## src/rtl/apb_master_arbiter.sv

```systemverilog
// apb_master_arbiter
//   Two-requester APB master. Requester 0 (internal command source) and
//   requester 1 (interrupt-service / DMA engine) share one APB bus through a
//   round-robin arbiter. The block sequences SETUP/ACCESS, aborts a transfer
//   whose slave holds PREADY low for TIMEOUT ACCESS cycles, and returns read
//   data and error status to the requester that issued the command.
//
// Ports
//   PCLK, PRESET              clock, asynchronous active-high reset
//   rN_valid/rN_ready         command handshake, requester N (N = 0,1)
//   rN_write/rN_addr/rN_wdata command payload, held stable until ready
//   rN_rsp_valid              one-cycle response pulse to requester N
//   rsp_rdata, rsp_err        response payload, valid with rN_rsp_valid
//   PSEL/PENABLE/PWRITE/PADDR/PWDATA   APB master outputs
//   PRDATA/PREADY/PSLVERR              APB slave response
`ifndef APB_ADDR_WIDTH
  `define APB_ADDR_WIDTH 32
`endif
`ifndef APB_DATA_WIDTH
  `define APB_DATA_WIDTH 32
`endif

module apb_master_arbiter #(
  parameter int ADDR_W  = `APB_ADDR_WIDTH,
  parameter int DATA_W  = `APB_DATA_WIDTH,
  parameter int TIMEOUT = 16
) (
  input  logic              PCLK,
  input  logic              PRESET,
  // requester 0
  input  logic              r0_valid,
  output logic              r0_ready,
  input  logic              r0_write,
  input  logic [ADDR_W-1:0] r0_addr,
  input  logic [DATA_W-1:0] r0_wdata,
  output logic              r0_rsp_valid,
  // requester 1
  input  logic              r1_valid,
  output logic              r1_ready,
  input  logic              r1_write,
  input  logic [ADDR_W-1:0] r1_addr,
  input  logic [DATA_W-1:0] r1_wdata,
  output logic              r1_rsp_valid,
  // shared response payload
  output logic [DATA_W-1:0] rsp_rdata,
  output logic              rsp_err,
  // APB
  output logic              PSEL,
  output logic              PENABLE,
  output logic              PWRITE,
  output logic [ADDR_W-1:0] PADDR,
  output logic [DATA_W-1:0] PWDATA,
  input  logic [DATA_W-1:0] PRDATA,
  input  logic              PREADY,
  input  logic              PSLVERR
);

  localparam int CNT_W = $clog2(TIMEOUT + 1);

  typedef enum logic [1:0] {IDLE, SETUP, ACCESS} state_t;

  state_t           state;
  logic [CNT_W-1:0] wait_cnt;
  logic             last_grant;  // id of the most recently granted requester
  logic             cur_id;      // id of the requester owning the bus
  logic             grant0;
  logic             grant1;

  // Round-robin: r1 wins if it is alone, or if both ask and r0 went last.
  // Ready is masked by reset so no handshake is advertised while the
  // registers are being held clear.
  always_comb begin
    grant1   = r1_valid & (~r0_valid | ~last_grant);
    grant0   = r0_valid & ~grant1;
    r0_ready = (state == IDLE) & grant0 & ~PRESET;
    r1_ready = (state == IDLE) & grant1 & ~PRESET;
  end

  always_ff @(posedge PCLK or posedge PRESET) begin
    if (PRESET) begin
      state        <= IDLE;
      wait_cnt     <= '0;
      last_grant   <= 1'b1;
      cur_id       <= 1'b0;
      PSEL         <= 1'b0;
      PENABLE      <= 1'b0;
      PWRITE       <= 1'b0;
      PADDR        <= '0;
      PWDATA       <= '0;
      r0_rsp_valid <= 1'b0;
      r1_rsp_valid <= 1'b0;
      rsp_rdata    <= '0;
      rsp_err      <= 1'b0;
    end else begin
      // response pulses last exactly one cycle
      r0_rsp_valid <= 1'b0;
      r1_rsp_valid <= 1'b0;
      case (state)
        // IDLE -> SETUP: latch the granted command onto the bus
        IDLE: begin
          if (r0_ready || r1_ready) begin
            PWRITE     <= grant1 ? r1_write : r0_write;
            PADDR      <= grant1 ? r1_addr  : r0_addr;
            PWDATA     <= grant1 ? r1_wdata : r0_wdata;
            cur_id     <= grant1;
            last_grant <= grant1;
            wait_cnt   <= '0;
            PSEL       <= 1'b1;
            PENABLE    <= 1'b0;
            state      <= SETUP;
          end
        end
        // SETUP -> ACCESS
        SETUP: begin
          PENABLE <= 1'b1;
          state   <= ACCESS;
        end
        // ACCESS -> IDLE on PREADY or timeout; response goes out next cycle
        ACCESS: begin
          if (PREADY) begin
            rsp_rdata    <= PWRITE ? '0 : PRDATA;
            rsp_err      <= PSLVERR;
            PSEL         <= 1'b0;
            PENABLE      <= 1'b0;
            r0_rsp_valid <= ~cur_id;
            r1_rsp_valid <= cur_id;
            state        <= IDLE;
          end else begin
            wait_cnt <= wait_cnt + 1'b1;
            // this is the TIMEOUT-th cycle with PREADY low
            if (wait_cnt == CNT_W'(TIMEOUT - 1)) begin
              rsp_rdata    <= '0;
              rsp_err      <= 1'b1;
              PSEL         <= 1'b0;
              PENABLE      <= 1'b0;
              r0_rsp_valid <= ~cur_id;
              r1_rsp_valid <= cur_id;
              state        <= IDLE;
            end
          end
        end
        default: state <= IDLE;
      endcase
    end
  end

endmodule

```

## config.mk

```make
export PLATFORM = sky130hd
export DESIGN_NAME = apb_master_arbiter
export DESIGN_NICKNAME = d
export VERILOG_FILES = /design/src/rtl/apb_master_arbiter.sv
export SDC_FILE = /design/constraint.sdc
export NUM_CORES = 1
export LEC_CHECK = 0
export CELL_PAD_IN_SITES_DETAIL_PLACEMENT = 0
export CELL_PAD_IN_SITES_GLOBAL_PLACEMENT = 1
export CORE_MARGIN = 1.5
export CORE_UTILIZATION = 31
export CTS_CLUSTER_DIAMETER = 30
export CTS_CLUSTER_SIZE = 30
export DETAILED_ROUTE_END_ITERATION = 16
export PLACE_DENSITY = 0.9
export SETUP_SLACK_MARGIN = 0.5
export SLEW_MARGIN = 10
export SYNTH_ARGS = -nofsm -noshare
export SYNTH_HDL_FRONTEND = slang
export SYNTH_SLANG_ARGS = --single-unit
```

## constraint.sdc

```tcl
create_clock -name PCLK -period 10.9 [get_ports PCLK]
set_input_delay 2.725 -clock PCLK [delete_from_list [all_inputs] [get_ports PCLK]]
set_output_delay 2.725 -clock PCLK [all_outputs]
set_load 0.01 [all_outputs]
```

; ---- Yosys cells after proc, flatten, opt, wreduce, memory -nomap -nowiden
; Cells that the tools add are included.
[totals]
reg_bits = 111
in_bits = 168
[op_classes]
bitwise_logic = 12
muxes = 27
addsub = 1
reduce_logical = 11
eq_ne = 6
[op_table]
columns = op, count
row1 = two-way mux 32 bit, 5
row2 = two-way mux 1 bit, 13
row3 = two-way mux 5 bit, 2
row4 = case mux 5 bit (2 select lines), 1
row5 = AND reduction 3 bit, 3
row6 = AND 1 bit, 6
row7 = two-way mux 2 bit, 3
row8 = case mux 2 bit (3 select lines), 1
row9 = AND reduction 2 bit, 3
row10 = adder 5 x 1 -> 5 bit (second input constant), 1
row11 = equality test 5 x 4 -> 1 bit (second input constant), 1
row12 = NOT 1 bit, 5
row13 = nonzero test 2 bit, 2
row14 = != test 3 bit (second input constant), 1
row15 = case mux 1 bit (3 select lines), 1
row16 = nonzero test 3 bit, 1
row17 = equality test 2 x 1 -> 1 bit (second input constant), 1
row18 = equality test 2 bit (second input constant), 1
row19 = zero test 2 bit, 1
row20 = != test 2 x 1 -> 1 bit (second input constant), 1
row21 = != test 2 bit (second input constant), 1
row22 = case mux 1 bit (2 select lines), 1
row23 = logical OR 1 bit, 1
row24 = OR 1 bit, 1

; ---- Logic depth before layout (Yosys ltp)
[logic_depth]
depth_word = 10
depth_mapped = 8
ltp_nobuf = 6

; ---- Worst setup path before layout
; OpenSTA, ideal clock, no wires.
[synth_path]
path_kind = input to output
from = in PRESET
to = out r0_ready
path_stages = 2
required_time_ps = 8175
arrival_time_ps = 3430
setup_slack_ps = 4745
path_cell_list = or3_4 nor3_1
[synth_between]
elab_chain_cells = 2
[synth_rtl]
columns = item, line_no
row1 = from (decl), 29  ; input logic PRESET,
row2 = NOT 1 bit, 75  ; r0_ready = (state == IDLE) & grant0 & ~PRESET;
row3 = AND 1 bit, 75
row4 = to (decl), 32  ; output logic r0_ready,
; No other way between the ends.

; ---- Worst setup path after layout
[layout_path]
from = in r0_valid
to = out r0_ready
[layout_between]
elab_chain_cells = 7
[layout_rtl]
columns = item, line_no
row1 = from (decl), 31  ; input logic r0_valid,
row2 = NOT 1 bit, 73  ; grant1 = r1_valid & (~r0_valid | ~last_grant);
row3 = OR 1 bit, 73
row4 = AND 1 bit, 73
row5 = NOT 1 bit, 74  ; grant0 = r0_valid & ~grant1;
row6 = AND 1 bit *, 74
row7 = AND 1 bit * (2 in a row), 75
; Mark *: on every way between the ends. The rest lies on a longest branch, timed or not.

==> results.json <==
{
  "final_cell_mix": "clkdlybuf4s50_1, dfrtp_1, o32ai_1, a2bb2oi_1, a22o_1",
  "synth-seq-cells": 111,
  "syn_area_um2": 4790,
  "die_area_um2": 16200,
  "ant_nets": 0,
  "final_util_pct": 51.8,
  "place_congestion": 0.790,
  "final.setup_skew_ns": 0.0104,
  "io_buffer_count": 271,
  "first_pass_iters": 4,
  "cts_tree": "built",
  "area_delta_synth_final_pct": 63.8,
  "cp-end-kind": "primary output",
  "grt-ovfl-total": 0,
  "fin_cells": 807,
  "rsz0062_at_grt": "no",
  "start_kind": "input port",
  "coreArea_um2": 15100,
  "drt_iter0_drc": 163,
  "hp-class": "flip-flop to flip-flop",
  "crit_arrival_ns": 4.69,
  "hold_path_end": "PSEL$_DFFE_PP0P_",
  "ctsHtreeMaxLevel": 3,
  "first_global_vias": 4556,
  "rrSetupSlack_ns": 8.53,
  "grt_use_total_pct": 18.8,
  "layout_setup_ws_ns": 3.49,
  "outcome": "completed",
  "critical_path_required_ns": 8.18,
  "layout-drive-gt1-share_pct": 5.33,
  "layout.nets": 784,
  "hold-path-cell-count": 1,
  "post_cts_buffers": 0,
  "ys_seq_area_share_pct": 58.0,
  "slew_viol_final": 0,
  "cap_violations": 0,
  "fin_tns_setup_ns": 0,
  "setup-violations-final": 0,
  "min_period_ns": 7.41,
  "ir_worst_vdd_mv": 0.0953,
  "post-place-cells": 791,
  "finalHoldViolCount": 0,
  "grt_start_max_net_pins": 69,
  "die_height_um": 127,
  "diodes": 0,
  "vias": 4381,
  "p_leak_nw": 3.10,
  "postSynthAreaPerCell_um2": 12.9,
  "post_cts_resized": 0,
  "timing.rr.end": "PADDR[5]$_DFFE_PP0P_",
  "synth_edf_count": 0,
  "hold_path.startpoint": "PSEL$_DFFE_PP0P_",
  "row_count": 45,
  "synthArstFlopShare_pct": 100,
  "viasPerCell": 5.43,
  "path_max_fanout": 66,
  "start_util_pct": 31.6,
  "worst_pin_slew_ns": 0.776,
  "cts_max_path_buffers": 2,
  "cts_made_buffers": 9,
  "crit_type": "input port to primary output",
  "dp_slack_ns": 3.47,
  "cts-root-buf": "clkbuf_16",
  "p_per_area_nw_per_um2": 242,
  "yosys_warnings": 0,
  "clock_latency_ns": 0.35,
  "synth_fp_nets": 541,
  "die_w_um": 127,
  "reg2regPathDepth": 4,
  "ys.flop_type": "dfrtp_1",
  "hold_ws_ns": 0.482,
  "grt_pass1_wl_um": 23900,
  "drt-wirelength-per-cell_um": 19.1,
  "holdBufCountCts": 0,
  "synth_cell_types": 38,
  "wl_um": 15400,
  "clk_pin_slew_ns": 0.07,
  "syn-instance-count": 371,
  "hpwl_um": 10900,
  "clock.fmax_mhz": 135,
  "final_common_cell": "clkdlybuf4s50_1",
  "worstReg2RegStart": "state[1]$_DFFE_PP0P_",
  "cts.sinks": 111,
  "ios": 272,
  "relSlewSlack_pct": 48.2,
  "antenna_found_initial": 0,
  "drc": 0,
  "period_share_pct": 68.0
}
## metrics by stage
step                      cell area, um^2  power [W]
after detailed placement             7570    0.00160
after floorplan                      4790    0.00109
final                                7850    0.00190
after global placement               7570    0.00158
after CTS                            7840    0.00192
after global routing                 7850    0.00201
## layer usage
layer | track usage [%] | vias to the layer above | part of all wire (%)
met3 | 5.19 | 30 | 7.3
met2 | 32.8 | 192 | 50
met5 | 0 | - | 0
met1 | 22.0 | 2153 | 40
li1 | - | 2006 | -
met4 | 6.95 | 0 | 2.6
## sequential cells by signal (all words and copies together) (netlist names)
name and count:
rsp_err 1, state 2, wait_cnt 5, PSEL 1, PADDR 32, r1_rsp_valid 1, last_grant 1, PWDATA 32
r0_rsp_valid 1, rsp_rdata 32, PWRITE 1, cur_id 1, PENABLE 1
## cells by family after synthesis
family | Yosys count | synth area share, %
and+or+nand+nor | 26 | 3.34
adders and majority gates | 2 | 0.522
DFF | 111 | 58.0
buffers and inverters | 51 | 5.35
AOI/OAI and AO/OA | 181 | 32.8
## worst max-delay path, cell delays in order
cell and delay, ns:
clkdlybuf4s50_1 0.56, inv_2 0.04, buf_4 0.30, nor3_1 0.43, clkdlybuf4s50_1 0.63
## power breakdown
| part | switching [W] | internal (W) |
|---|---|---|
| logic | 0.000342 | 0.000529 |
| clock network | 0.000152 | 0.000157 |
| registers | 0.000119 | 0.000598 |
| total | 0.000612 | 0.00128 |
## worst max-delay path by stage
stage / start / to / cells past startpoint
2_1_floorplan: PRESET / r0_ready / 2
3_3_place_gp: r0_valid / r0_ready / 5
3_5_place_dp: r0_valid / r0_ready / 5
4_1_cts: r0_valid / r0_ready / 5
5_1_grt: r0_valid / r0_ready / 5
6_report: r0_valid / r0_ready / 5
## final cells by class
cell class              count  area [um^2]
fillers                  1312         7300
flip-flops and latches    111         2780
repair buffers            277         2760
multi-input cells         209         1780
well taps                 188          235
clock buffers              10          229
clock inverters             6         43.8
inverters                   6         25.0
## cells in the mapped netlist (3+ instances only)
library cell / instances / area [um^2]
inv_1: 6 / 22.5
clkbuf_1: 23 / 86.3
nor2_1: 8 / 30.0
buf_2: 13 / 65.1
o31ai_1: 3 / 22.5
a2bb2oi_1: 64 / 561
a21oi_1: 3 / 15.0
a22o_1: 33 / 289
dfrtp_1: 110 / 2750
o32ai_1: 65 / 569
a21o_1: 3 / 22.5
buf_6: 6 / 67.6
Power figures use the tool's default switching activity.
